==> config.mk <==
export PLATFORM = sky130hd
export DESIGN_NAME = adc_sim_responder
export DESIGN_NICKNAME = d
export VERILOG_FILES = /design/src/rtl/adc_sim_responder.sv
export SDC_FILE = /design/constraint.sdc
export NUM_CORES = 1
export LEC_CHECK = 0
export BUFFER_PORTS_ARGS = -buffer_cell sky130_fd_sc_hd__buf_4
export CAP_MARGIN = 40
export CORE_ASPECT_RATIO = 0.9
export CORE_MARGIN = 1.5
export CORE_UTILIZATION = 30
export DETAILED_ROUTE_END_ITERATION = 16
export GPL_TIMING_DRIVEN = 0
export SYNTH_ARGS = -nofsm -noshare
export SYNTH_HDL_FRONTEND = slang
export SYNTH_SLANG_ARGS = --single-unit
==> constraint.sdc <==
create_clock -name clk -period 4.3 [get_ports clk]
set_input_delay 0.645 -clock clk [delete_from_list [all_inputs] [get_ports clk]]
set_output_delay 0.645 -clock clk [all_outputs]
set_load 0.02 [all_outputs]
==> src/rtl/adc_sim_responder.sv <==
// Dual-channel SAR ADC responder: CNV/BUSY handshake, then a 36-bit {ch2,ch1} frame on MISO under master SCK.
// Optional feature macro: ADC_SIM_TEST_PATTERN_EN (internal ramp replaces ch1_data/ch2_data).
module adc_sim_responder #(
    parameter int CHANNEL_DATA_WIDTH = 18,
    parameter int CONV_CYCLES        = 40,
    parameter int BIT_CNT_WIDTH      = 6
) (
    input  logic                          clk,
    input  logic                          rst,
    input  logic                          cnv,
    input  logic                          sck,
    input  logic [CHANNEL_DATA_WIDTH-1:0] ch1_data,
    input  logic [CHANNEL_DATA_WIDTH-1:0] ch2_data,
    output logic                          adc_busy,
    output logic                          miso,
    output logic                          frame_done,
    output logic                          overrun
);
    localparam int FRAME_W = 2 * CHANNEL_DATA_WIDTH;
    localparam int CONV_W  = (CONV_CYCLES > 1) ? $clog2(CONV_CYCLES + 1) : 1;
    localparam logic [CONV_W-1:0]        CONV_LOAD = CONV_W'(CONV_CYCLES - 1);
    localparam logic [BIT_CNT_WIDTH-1:0] BIT_LAST  = BIT_CNT_WIDTH'(FRAME_W - 1);

    typedef enum logic [1:0] {
        ST_IDLE    = 2'd0,
        ST_CONVERT = 2'd1,
        ST_READY   = 2'd2,
        ST_SHIFT   = 2'd3
    } state_t;

    state_t                   state_r, state_nxt_s;
    logic                     cnv_meta_r, cnv_sync_r, cnv_prev_r, cnv_rise_r;
    logic                     sck_meta_r, sck_sync_r, sck_prev_r, sck_rise_r, sck_fall_r;
    logic [FRAME_W-1:0]       shreg_r, shreg_nxt_s, sample_s;
    logic [CONV_W-1:0]        conv_cnt_r, conv_cnt_nxt_s;
    logic [BIT_CNT_WIDTH-1:0] bit_cnt_r, bit_cnt_nxt_s;
    logic                     busy_r, busy_nxt_s;
    logic                     miso_r, miso_nxt_s;
    logic                     done_r, done_nxt_s;
    logic                     ovr_r, ovr_nxt_s;
    logic                     start_s;

    // Synchronize cnv/sck and register their edges (edge pulses are one clk wide).
    always_ff @(posedge clk) begin
        if (rst) begin
            cnv_meta_r <= 1'b0; cnv_sync_r <= 1'b0; cnv_prev_r <= 1'b0; cnv_rise_r <= 1'b0;
            sck_meta_r <= 1'b0; sck_sync_r <= 1'b0; sck_prev_r <= 1'b0;
            sck_rise_r <= 1'b0; sck_fall_r <= 1'b0;
        end else begin
            cnv_meta_r <= cnv;
            cnv_sync_r <= cnv_meta_r;
            cnv_prev_r <= cnv_sync_r;
            cnv_rise_r <= cnv_sync_r & ~cnv_prev_r;
            sck_meta_r <= sck;
            sck_sync_r <= sck_meta_r;
            sck_prev_r <= sck_sync_r;
            sck_rise_r <= sck_sync_r & ~sck_prev_r;
            sck_fall_r <= ~sck_sync_r & sck_prev_r;
        end
    end

`ifdef ADC_SIM_TEST_PATTERN_EN
    logic [CHANNEL_DATA_WIDTH-1:0] ramp_r;

    // Ramp advances once per accepted conversion, after being latched.
    always_ff @(posedge clk) begin
        if (rst) begin
            ramp_r <= '0;
        end else if (start_s) begin
            ramp_r <= ramp_r + CHANNEL_DATA_WIDTH'(1);
        end else begin
            ramp_r <= ramp_r;
        end
    end

    assign sample_s = {~ramp_r, ramp_r};
`else
    assign sample_s = {ch2_data, ch1_data};
`endif

    assign start_s = cnv_rise_r & ((state_r == ST_IDLE) | (state_r == ST_READY));

    // Next-state and output logic; a CNV rise in READY takes priority over SCK.
    always_comb begin
        state_nxt_s    = state_r;
        shreg_nxt_s    = shreg_r;
        conv_cnt_nxt_s = conv_cnt_r;
        bit_cnt_nxt_s  = bit_cnt_r;
        busy_nxt_s     = busy_r;
        miso_nxt_s     = miso_r;
        done_nxt_s     = 1'b0;
        ovr_nxt_s      = 1'b0;
        if (start_s) begin
            shreg_nxt_s    = sample_s;
            busy_nxt_s     = 1'b1;
            miso_nxt_s     = 1'b0;
            conv_cnt_nxt_s = CONV_LOAD;
            bit_cnt_nxt_s  = '0;
            state_nxt_s    = ST_CONVERT;
        end else begin
            case (state_r)
                ST_IDLE: begin
                    miso_nxt_s = 1'b0;
                end
                ST_CONVERT: begin
                    miso_nxt_s = 1'b0;
                    ovr_nxt_s  = cnv_rise_r;
                    if (conv_cnt_r == '0) begin
                        busy_nxt_s    = 1'b0;
                        miso_nxt_s    = shreg_r[FRAME_W-1];
                        bit_cnt_nxt_s = '0;
                        state_nxt_s   = ST_READY;
                    end else begin
                        conv_cnt_nxt_s = conv_cnt_r - CONV_W'(1);
                    end
                end
                ST_READY: begin
                    if (sck_rise_r) begin
                        bit_cnt_nxt_s = bit_cnt_r + BIT_CNT_WIDTH'(1);
                        state_nxt_s   = ST_SHIFT;
                    end else begin
                        bit_cnt_nxt_s = bit_cnt_r;
                    end
                end
                ST_SHIFT: begin
                    ovr_nxt_s = cnv_rise_r;
                    if (sck_rise_r) begin
                        bit_cnt_nxt_s = bit_cnt_r + BIT_CNT_WIDTH'(1);
                        if (bit_cnt_r == BIT_LAST) begin
                            done_nxt_s  = 1'b1;
                            miso_nxt_s  = 1'b0;
                            state_nxt_s = ST_IDLE;
                        end else begin
                            state_nxt_s = ST_SHIFT;
                        end
                    end else if (sck_fall_r) begin
                        shreg_nxt_s = {shreg_r[FRAME_W-2:0], 1'b0};
                        miso_nxt_s  = shreg_r[FRAME_W-2];
                    end else begin
                        state_nxt_s = ST_SHIFT;
                    end
                end
                default: begin
                    state_nxt_s = ST_IDLE;
                    busy_nxt_s  = 1'b0;
                    miso_nxt_s  = 1'b0;
                end
            endcase
        end
    end

    // State, datapath and registered outputs.
    always_ff @(posedge clk) begin
        if (rst) begin
            state_r    <= ST_IDLE;
            shreg_r    <= '0;
            conv_cnt_r <= '0;
            bit_cnt_r  <= '0;
            busy_r     <= 1'b0;
            miso_r     <= 1'b0;
            done_r     <= 1'b0;
            ovr_r      <= 1'b0;
        end else begin
            state_r    <= state_nxt_s;
            shreg_r    <= shreg_nxt_s;
            conv_cnt_r <= conv_cnt_nxt_s;
            bit_cnt_r  <= bit_cnt_nxt_s;
            busy_r     <= busy_nxt_s;
            miso_r     <= miso_nxt_s;
            done_r     <= done_nxt_s;
            ovr_r      <= ovr_nxt_s;
        end
    end

    assign adc_busy   = busy_r;
    assign miso       = miso_r;
    assign frame_done = done_r;
    assign overrun    = ovr_r;
endmodule

# Word-level counts from Yosys, hierarchy flattened
# Cells that the tools add are included.
dict set report word_totals {
  inputBits 40
  output_inout_bits 4
  regBits 63
}
dict set report classes {
  addsub 2
  bitwise_logic 12
  eq_ne 15
  n_reduce_logical 23
  n_mux 26
}
# op n
set op_table {}
lappend op_table {{2-to-1 mux 36 bit} 4}
lappend op_table {{2-to-1 mux 6 bit} 5}
lappend op_table {{inequality test 3 bit (second input constant)} 5}
lappend op_table {{case mux 6 bit (2 select lines)} 1}
lappend op_table {{2-to-1 mux 2 bit} 5}
lappend op_table {{nonzero test 2 bit} 5}
lappend op_table {{2-to-1 mux 1 bit} 9}
lappend op_table {{AND reduction 3 bit} 3}
lappend op_table {{AND reduction 4 bit} 2}
lappend op_table {{inverter 1 bit} 7}
lappend op_table {{adder 6 x 1 -> 6 bit (second input constant)} 1}
lappend op_table {{== test 6 bit (second input constant)} 1}
lappend op_table {{zero test 6 bit} 1}
lappend op_table {{inequality test 2 bit (second input constant)} 3}
lappend op_table {{case mux 2 bit (3 select lines)} 1}
lappend op_table {{AND reduction 2 bit} 3}
lappend op_table {{nonzero test 3 bit} 2}
lappend op_table {{OR reduction 2 bit} 3}
lappend op_table {{subtractor 6 x 1 -> 6 bit (second input constant)} 1}
lappend op_table {{bitwise AND 1 bit} 4}
lappend op_table {{== test 2 bit (second input constant)} 2}
lappend op_table {{inequality test 2 x 1 -> 1 bit (second input constant)} 2}
lappend op_table {{inequality test 4 bit (second input constant)} 1}
lappend op_table {{nonzero test 4 bit} 1}
lappend op_table {{6 further kinds} 6}

# Depth between registers and ports, before layout
# Gate-level depths: netlist of run 1.
dict set report logic_depth {
  ltp_word 5
  mapped_depth 7
  depth_no_buf 6
}

# Least setup slack after synthesis of run 1
# OpenSTA, ideal clock, no wires.
dict set report synth_timing {
  kind {reg-to-reg}
  startpoint {reg conv_cnt_r[0]}
  endpoint {reg conv_cnt_r[5]}
  arrival_ps 1621
  path_buffers 0
  stages_incl_launch_ff 7
  path_slack_ps 2605
  setup_time_ps 74
  cell_sequence {dfxtp_1 > inv_1 > ha_1 > nor3b_2 > a211o_1 > or4_1 > a31oi_1}
}
dict set report synth_between {
  elab_chain_len 4
  word_cells_on_any_way 7
  cone_classes {1 x add/sub; 1 x eq/ne; 3 x mux; 2 x reduce/logical}
}
# element line_no
set synth_rtl {}
lappend synth_rtl {{start: declaration} 35} ;# logic [CONV_W-1:0] conv_cnt_r, conv_cnt_nxt_s;
lappend synth_rtl {{start signal: assignment} 166} ;# conv_cnt_r <= conv_cnt_nxt_s;
lappend synth_rtl {{subtractor 6 x 1 -> 6 bit} 114} ;# conv_cnt_nxt_s = conv_cnt_r - CONV_W'(1);
lappend synth_rtl {{2-to-1 mux 6 bit} 108} ;# if (conv_cnt_r == '0) begin
lappend synth_rtl {{2-to-1 mux 6 bit} 101} ;# case (state_r)
lappend synth_rtl {{2-to-1 mux 6 bit} 93} ;# if (start_s) begin
# Several ways; a longest one is shown, not always the timed one. The select of a mux whose other input is x is not followed.
# A chain may end at the register's enable or synchronous reset.

# Worst setup path after layout of run 1
dict set report layout_timing {
  startpoint {reg conv_cnt_r[0]}
  endpoint {reg bit_cnt_r[2]}
}
dict set report layout_between {
  elab_chain_len 3
}
# element line_no
set layout_rtl {}
lappend layout_rtl {{zero test 6 bit} 108}
lappend layout_rtl {{inequality test 2 bit (no source line)} --}
lappend layout_rtl {{AND reduction 3 bit (no source line)} --}
lappend layout_rtl {{end signal: assignment} 167} ;# bit_cnt_r <= bit_cnt_nxt_s;
lappend layout_rtl {{end: declaration} 36} ;# logic [BIT_CNT_WIDTH-1:0] bit_cnt_r, bit_cnt_nxt_s;
# Every way passes these cells.

==> results of run 1 <==
final cells by class:
type                       count  share of cell area [%]
buffer                        25                    4.11
clock buffer                  13                    4.67
clock inverter                 3                    1.91
inverter                       5                   0.551
multi-input combinational    230                    38.1
sequential                    63                    37.0
tap                          119                    4.37
timing repair buffer          42                    9.26
logic make-up (layout without fill, tap and decap cells):
kind of cell / Yosys count / in the layout / synth area share (%)
XOR/XNOR: 2 / 2 / 0.645
adder cells (fa/ha/maj): 3 / 3 / 1.38
buffers and inverters: 30 / 88 / 5.85
flip-flops: 63 / 63 / 46.4
AND/OR/NAND/NOR: 158 / 158 / 26.2
AO/OA/AOI/OAI: 67 / 67 / 19.5
how the worst min path moves through the flow:
stage / startpoint / endpoint / slack, ps / depth (start not counted)
finish: cnv_prev_r / cnv_rise_r / 390 / 1
CTS: cnv_prev_r / cnv_rise_r / 390 / 1
detailed placement: cnv_prev_r / cnv_rise_r / 380 / 1
global route: sck_prev_r / sck_rise_r / 420 / 1
global placement: cnv_prev_r / cnv_rise_r / 370 / 1
floorplan: cnv_prev_r / cnv_rise_r / 370 / 1
synthesized netlist by cell type (2+ instances only):
master    instances
a211oi_1          2
a21boi_1          3
a21oi_1           9
a311oi_1         35
a31oi_1           2
buf_2             7
clkbuf_1         14
clkbuf_8          3
dfxtp_1          63
ha_1              3
inv_1             5
nand2_1          76
nand2b_1          2
nand3_1           4
nand3b_1          2
nand4_1           2
nor2_1           46
nor2b_1          10
nor3_1            2
o211ai_1          2
o21ai_0           4
or3_1             4
report_power, final:
| group | switching (mW) | total [mW] | internal (mW) |
|---|---|---|---|
| registers | 0.00842 | 0.608 | 0.600 |
| clock network | 0.222 | 0.580 | 0.358 |
| logic | 0.0469 | 0.0942 | 0.0473 |
| total | 0.278 | 1.28 | 1.01 |
through the flow:
| stage | util, % | worst slack (ps) | cell area (sq um) | std cells | hold WS (ps) |
|---|---|---|---|---|---|
| CTS | 39.2 | 2420 | 3410 | 500 | 386 |
| floorplan | - | 2600 | 2720 | 323 | 367 |
| global route | 39.2 | 2230 | 3410 | 500 | 421 |
| finish | 39.2 | 2400 | 3410 | 500 | 390 |
| global placement | 36.6 | 2440 | 3180 | 484 | 372 |
| detailed placement | 36.6 | 2430 | 3180 | 484 | 383 |
routing by layer:
metal | routed length [um] | vias up | share of wire [%] | track usage, %
met5 | 0 | - | 0 | 0
met2 | 2710 | 43 | 44 | 20.0
met1 | 3180 | 1130 | 51 | 19.7
li1 | - | 1246 | - | -
met4 | 78 | 0 | 1.3 | 4.39
met3 | 255 | 7 | 4.1 | 4.26
flip-flops by register name, indices dropped and copies added (netlist names):
name	cells
miso	1
cnv_rise_r	1
conv_cnt_r	6
cnv_sync_r	1
sck_meta_r	1
overrun	1
sck_rise_r	1
cnv_meta_r	1
shreg_r	36
state_r	2
frame_done	1
sck_fall_r	1
cnv_prev_r	1
bit_cnt_r	6
sck_sync_r	1
sck_prev_r	1
adc_busy	1
worst register-to-register path, stage by stage, from the launching register on:
cell and delay, ps:
dfxtp_1 340, inv_1 80, ha_1 140, nor3b_2 470
a21boi_2 230, or4b_1 510, nand2_1 70
==> run summary, run 1 <==
Status = completed
Fin crit share = 44.2%
H-tree depth = 3
Vias = 2,426
Yosys warns = 0
EDFF count, synth = 0
Mapped cell area = 2720 sq um
Synth-to-Final Area Change = 25.3%
Avg Cell Area, Syn = 8.41 sq um
Final Hold Viols = 0
Commonest non-fill, non-tap cell in the layout = nand2_1
Drc violations = 0
Lkg Pwr = 1.16 nW
Critical Path Stages = 6
Initial antenna violation count = 0
Clock tree from TritonCTS = built
Area of the multi-input gates = 1300 sq um
Effective utilization at floorplan = 31.3%
NumNets Final = 419
Fillers = 893
Worst hold path class = reg2reg
Clock sink total = 63
Asr flop ratio synth = 0%
CP bufs+invs = 1
Minimum clock period = 1900 ps
CTS buffer count = 9
Antenna diode count = 0
Die Ht = 93.3 um
CP max stage delay = 510 ps
Synth unique cells = 45
Post-CTS setup buffer count = 0
Crit end category = register
Max clock buf depth = 2
Layout cells sized above 1 = 19.4%
# setup viols final = 0
Dpl hpwl = 4.43 mm
CP Max Fanout = 10
Routed Antenna Nets = 0
Row cnt = 32
Buffers on Ports = 42
Worst setup path end = bit_cnt_r[2]
WL final = 6.23 mm
Post-synthesis sequential area ratio = 46.4%
Crit path cell chain = inv_1 > ha_1 > nor3b_2 > a21boi_2 > or4b_1 > nand2_1
Worst R2R Start = conv_cnt_r[0]
Io pins = 44
Max-cap violation count = 0
Routability congestion estimate = 0.798
Yosys top cell area share = 46.4%
CP delay by family, top = simple AND/OR/NAND/NOR gates
Clock Latency Late Sink = 330 ps
Dominant cell type by area after synthesis = dfxtp_1
Core box area = 8690 sq um
Post-CTS Hold Buffers = 0
RSZ-0062 raised after global routing = no
DRT iter0 DRCs = 123
R2r setup slk = 2400 ps
Mapped Cells = 323
Slew Limit Headroom = 63.0%
Fmax = 526 MHz
Die width = 103 um
CP startpoint = conv_cnt_r[0]
Global-route wire length before repair = 10.4 mm
CP max stage cell = or4b_1
Vias per cell = 4.85
Largest net degree at the start of global routing = 11
Most frequent cells in the layout = 76 x nand2_1, 63 x dfxtp_1, 46 x nor2_1
Pwr dens = 377 nW/um^2
Clock Skew = 4.05 ps
Total GRT Usage = 13.9%
Average wire per standard cell = 12.5 um
CTS root buffer = clkbuf_8
Peak supply drop = 0.182 mV
RR Endpoint = bit_cnt_r[2]
Slew Limit Fails = 0
Cts repair resizes = 0
Worst setup SP type = register
Synthesized flop and latch total = 63
Setup TNS = 0 ps
Reg clk slew, reported paths = 70 ps
Die area = 9640 sq um
Critical path class = reg2reg
Synth area leaders = dfxtp_1 46%, a311oi_1 11%, nand2_1 10%
Pwr Total = 1.28 mW
Mapped Nets = 366
Prevailing post-synth register cell = dfxtp_1
CP required = 4580 ps
Register area = 1260 sq um
Vias in the first global route = 2,173
Worst Path Arrival = 2180 ps
Worst Tran Pin Value = 553 ps
Gr ovfl total = 0
Detailed Routing Iterations Pass 1 = 4
FF-to-FF path depth = 6
(Power assumes the default switching activity.)
==> run 2, diff against run 1 <==
==> constraint.sdc (replaced) <==
create_clock -name clk -period 1.6 [get_ports clk]
set_input_delay 0.24 -clock clk [delete_from_list [all_inputs] [get_ports clk]]
set_output_delay 0.24 -clock clk [all_outputs]
set_load 0.02 [all_outputs]
==> run summary, run 2 (synthesized netlist as in run 1, its figures left out) <==
CP Max Fanout = 8
CTS buffer count = 9
PnR worst setup slack = -110 ps
Crit end category = register
Total GRT Usage = 14.6%
Synth-to-Final Area Change = 30.9%
Die Ht = 93.3 um
Layout cells sized above 1 = 25.4%
H-tree depth = 3
M2 GR Usage = 21.2%
Met3 usage = 4.71%
Buffers on Ports = 42
Worst hold path class = in2reg
Slew Limit Headroom = 66.6%
Global-route wire length before repair = 10.8 mm
Antenna diode count = 0
Setup TNS = -208 ps
Worst Path Arrival = 2000 ps
Die area = 9640 sq um
Largest Register = shreg_r
Status = finished, violations left
Inst Count DP = 484
Commonest non-fill, non-tap cell in the layout = nand2_1
# setup viols final = 2
GRT busiest layer = met2
Max clock buf depth = 2
Most frequent cells in the layout = 76 x nand2_1, 60 x dfxtp_1, 56 x buf_4
Non-filler cells, final = 508
Io pins = 44
Slew Limit Fails = 0
Gr ovfl total = 0
WL final = 6.66 mm
FF-to-FF path depth = 7
Failing checks = setup timing
Clock sink total = 63
Routed Antenna Nets = 0
CP required = 1890 ps
CTS root buffer = clkbuf_8
Worst Tran Pin Value = 501 ps
Largest net degree at the start of global routing = 11
Clock tree from TritonCTS = built
Effective utilization at floorplan = 31.3%
NumNets Final = 427
Lkg Pwr = 1.25 nW
Critical path class = reg2reg
RSZ-0062 raised after global routing = yes
Grt met1 use = 19.9%
Hold path cells = 2
Clock Latency Late Sink = 340 ps
Hold Worst Slack = 108 ps
Pwr dens = 978 nW/um^2
Max FFs per register = 36
Final Hold Viols = 0
Max-cap violation count = 0
Clock Skew = 7.39 ps
Post-Place Setup Slack = -113 ps
Reg clk slew, reported paths = 70 ps
Detailed Routing Iterations Pass 1 = 4
Worst setup SP type = register
Dpl hpwl = 4.52 mm
Drc violations = 0
DRT iter0 DRCs = 120
Core box area = 8690 sq um
Average wire per standard cell = 13.1 um
Vias = 2,511
Routability congestion estimate = 0.837
Fmax = 585 MHz
Minimum clock period = 1710 ps
Vias in the first global route = 2,319
Die width = 103 um
Initial antenna violation count = 0
Largest regs = shreg_r x36, bit_cnt_r x6, conv_cnt_r x6
Peak supply drop = 0.525 mV
Vias per cell = 4.94
Fin crit share = 107%
Row cnt = 32
Pwr Total = 3.48 mW
[run 2: final cells by class]
class                   count  area (sq um)
plain buffers              24           168
multi-input cells         230          1350
fillers                   897          5130
inverters                   5          18.8
flip-flops and latches     63          1260
well taps                 119           149
clock inverters             3          65.1
clock buffers              13           159
repair buffers             51           383
[run 2: path summary, 6_finish.rpt]
kind / start / endpoint / slack (ps)
max: conv_cnt_r[0] / bit_cnt_r[2] / -110
min: cnv / cnv_meta_r / 110
max reg2reg: conv_cnt_r[0] / bit_cnt_r[2] / -110
min reg2reg: cnv_prev_r / cnv_rise_r / 380
[run 2: power by group]
part | total [mW] | switching (mW) | leakage, nW | internal (mW)
Clock | 1.56 | 0.600 | 0.114 | 0.962
Combinational | 0.282 | 0.136 | 0.624 | 0.146
Sequential | 1.64 | 0.0237 | 0.513 | 1.61
Total | 3.48 | 0.759 | 1.25 | 2.72
[run 2: worst max-delay path, cell delays in order (launching register included)]
cell      delay (ps)
dfxtp_2          350
inv_2             50
ha_4             150
nor3b_4          180
buf_4            150
a211oi_4         250
or4b_1           460
nand2_1           60
[run 2: per-stage QoR]
| step | utilization [%] | instance area, sq um |
|---|---|---|
| final | 40.9 | 3560 |
| after CTS | 40.4 | 3510 |
| after detailed placement | 36.7 | 3190 |
| after floorplan | - | 2730 |
| after global routing | 40.9 | 3560 |
| after global placement | 36.7 | 3190 |
[run 2: layer usage]
layer / wire [um] / vias up
met5: 0 / -
met4: 116 / 0
met3: 334 / 12
met2: 3010 / 59
met1: 3210 / 1179
li1: - / 1261
[run 2: what timing repair did]
| action | 4_1_cts | 5_1_grt |
|---|---|---|
| hold buffers | 0 | 0 |
| setup endpoints to repair | 42 | 48 |
| setup buffers | 6 | 3 |
| pin swaps | 9 | 5 |
| resized for setup | 17 | 20 |
==> run 3, diff against run 2 <==
--- a/config.mk
+++ b/config.mk
@@ -7,11 +7,14 @@
 export LEC_CHECK = 0
 export BUFFER_PORTS_ARGS = -buffer_cell sky130_fd_sc_hd__buf_4
 export CAP_MARGIN = 40
-export CORE_ASPECT_RATIO = 0.9
+export CELL_PAD_IN_SITES_DETAIL_PLACEMENT = 1
+export CELL_PAD_IN_SITES_GLOBAL_PLACEMENT = 2
+export CORE_ASPECT_RATIO = 0.7
 export CORE_MARGIN = 1.5
 export CORE_UTILIZATION = 30
 export DETAILED_ROUTE_END_ITERATION = 16
 export GPL_TIMING_DRIVEN = 0
+export PLACE_DENSITY_LB_ADDON = 0.1
 export SYNTH_ARGS = -nofsm -noshare
 export SYNTH_HDL_FRONTEND = slang
 export SYNTH_SLANG_ARGS = --single-unit
==> run summary, run 3 (synthesized netlist as in run 1, its figures left out) <==
Vias in the first global route = 2,562
Core box area = 8620 sq um
Buffers on Ports = 42
Worst hold path class = in2reg
Final Hold Viols = 0
RSZ-0062 raised after global routing = yes
CP max stage cell = or4_1
DRT iter0 DRCs = 211
Synth-to-Final Area Change = 35.8%
Clock Skew = 4.53 ps
CP bufs+invs = 1
Post-CTS Hold Buffers = 0
CP required = 1850 ps
Routability congestion estimate = 0.727
CP delay by family, top = simple AND/OR/NAND/NOR gates
Clock Latency Late Sink = 330 ps
Met3 WL post-DR = 478 um
NumNets Final = 430
Peak supply drop = 0.485 mV
Status = finished, violations left
Minimum clock period = 1660 ps
Clock sink total = 63
Dpl hpwl = 5.36 mm
Clock tree from TritonCTS = built
Vias = 2,561
Worst Path Arrival = 1920 ps
Layout cells sized above 1 = 26.9%
Slew Limit Headroom = 64.6%
PnR worst setup slack = -64.4 ps
Largest regs = shreg_r x36, bit_cnt_r x6, conv_cnt_r x6
Gr ovfl total = 0
DR WL met2 = 3.43 mm
Detailed Routing Iterations Pass 1 = 4
Die Ht = 82.6 um
Largest Register = shreg_r
Failing checks = setup timing
Initial antenna violation count = 0
Average wire per standard cell = 16.1 um
CP max stage delay = 410 ps
Max clock buf depth = 2
Fillers = 1,053
Fin crit share = 104%
Lkg Pwr = 1.30 nW
Slew Limit Fails = 0
Critical path class = reg2reg
Io pins = 44
WL final = 8.22 mm
Total GRT Usage = 18.4%
Max FFs per register = 36
Most frequent cells in the layout = 76 x nand2_1, 60 x dfxtp_1, 54 x buf_4
Fin util = 42.8%
Row cnt = 28
Die area = 9650 sq um
Crit end category = register
H-tree depth = 3
Global-route wire length before repair = 13.2 mm
Drc violations = 0
Crit path cell chain = buf_4 > or3_1 > a211o_1 > or4_1 > a31oi_1
Vias per cell = 5.01
Routed Antenna Nets = 0
Worst setup SP type = register
Antenna diode count = 0
Die width = 117 um
# setup viols final = 3
Worst Tran Pin Value = 531 ps
CTS buffer count = 9
Pwr dens = 1020 nW/um^2
Fmax = 601 MHz
CP startpoint = conv_cnt_r[1]
WL met1 = 4.22 mm
Commonest non-fill, non-tap cell in the layout = nand2_1
Hold Crit Start = cnv
Reg clk slew, reported paths = 50 ps
Effective utilization at floorplan = 31.5%
CP Max Fanout = 3
Max-cap violation count = 0
Setup TNS = -110 ps
Area post-placement = 3190 sq um
Top routing layer in use = met4
Worst R2R Start = conv_cnt_r[1]
Design Area, Final = 3690 sq um
CTS root buffer = clkbuf_16
Largest net degree at the start of global routing = 11
-- run 3: cell types whose count changed in the layout (fill, tap and decap cells not counted), sizes merged --
cell / previous run / this run
buf: 58 / 62
bufinv: 2 / 0
a21boi: 4 / 5
clkbuf: 30 / 29
clkinv: 1 / 0
nor3b: 2 / 3
-- run 3: path summary, 6_finish.rpt --
| path | endpoint | slack, ps | cells after the start |
|---|---|---|---|
| worst max-delay path | conv_cnt_r[5] | -60 | 5 |
| worst min-delay path | cnv_meta_r | 140 | 2 |
| worst max register to register | conv_cnt_r[5] | -60 | 5 |
| worst min register to register | sck_rise_r | 420 | 1 |
-- run 3: repair_timing --
item	CTS	global route
buffers inserted	9	1
resized for setup	30	17
gates cloned	2	0
pin swaps	10	9
endpoints found under the setup margin	44	39
-- run 3: final cells by class --
| type | count | area (sq um) | area share (%) |
|---|---|---|---|
| multi-input combinational | 232 | 1400 | 38.0 |
| tap | 120 | 150 | 4.07 |
| inverter | 5 | 18.8 | 0.509 |
| clock buffer | 15 | 278 | 7.53 |
| timing repair buffer | 52 | 390 | 10.6 |
| sequential | 63 | 1260 | 34.3 |
| buffer | 24 | 184 | 4.98 |
-- run 3: power breakdown --
part / switching [mW] / internal [mW]
clock: 0.664 / 1.17
sequential: 0.0283 / 1.62
combinational: 0.148 / 0.154
-- run 3: metrics by stage --
| stage | total power [mW] | hold slack (ps) | cells | setup slack, ps |
|---|---|---|---|---|
| finish | 3.78 | 136 | 511 | -64.4 |
| detailed placement | 1.94 | 383 | 485 | -192 |
| CTS | 3.81 | 134 | 510 | -63.5 |
| global route | 3.93 | 140 | 511 | -129 |
| floorplan | 1.81 | 367 | 323 | 14.9 |
| global placement | 1.93 | 376 | 485 | -183 |
-- run 3: layer usage --
layer,vias up,track usage (%)
met4,0,5.18
met1,1225,26.8
met2,57,25.7
li1,1271,-
met5,-,0
met3,8,5.69
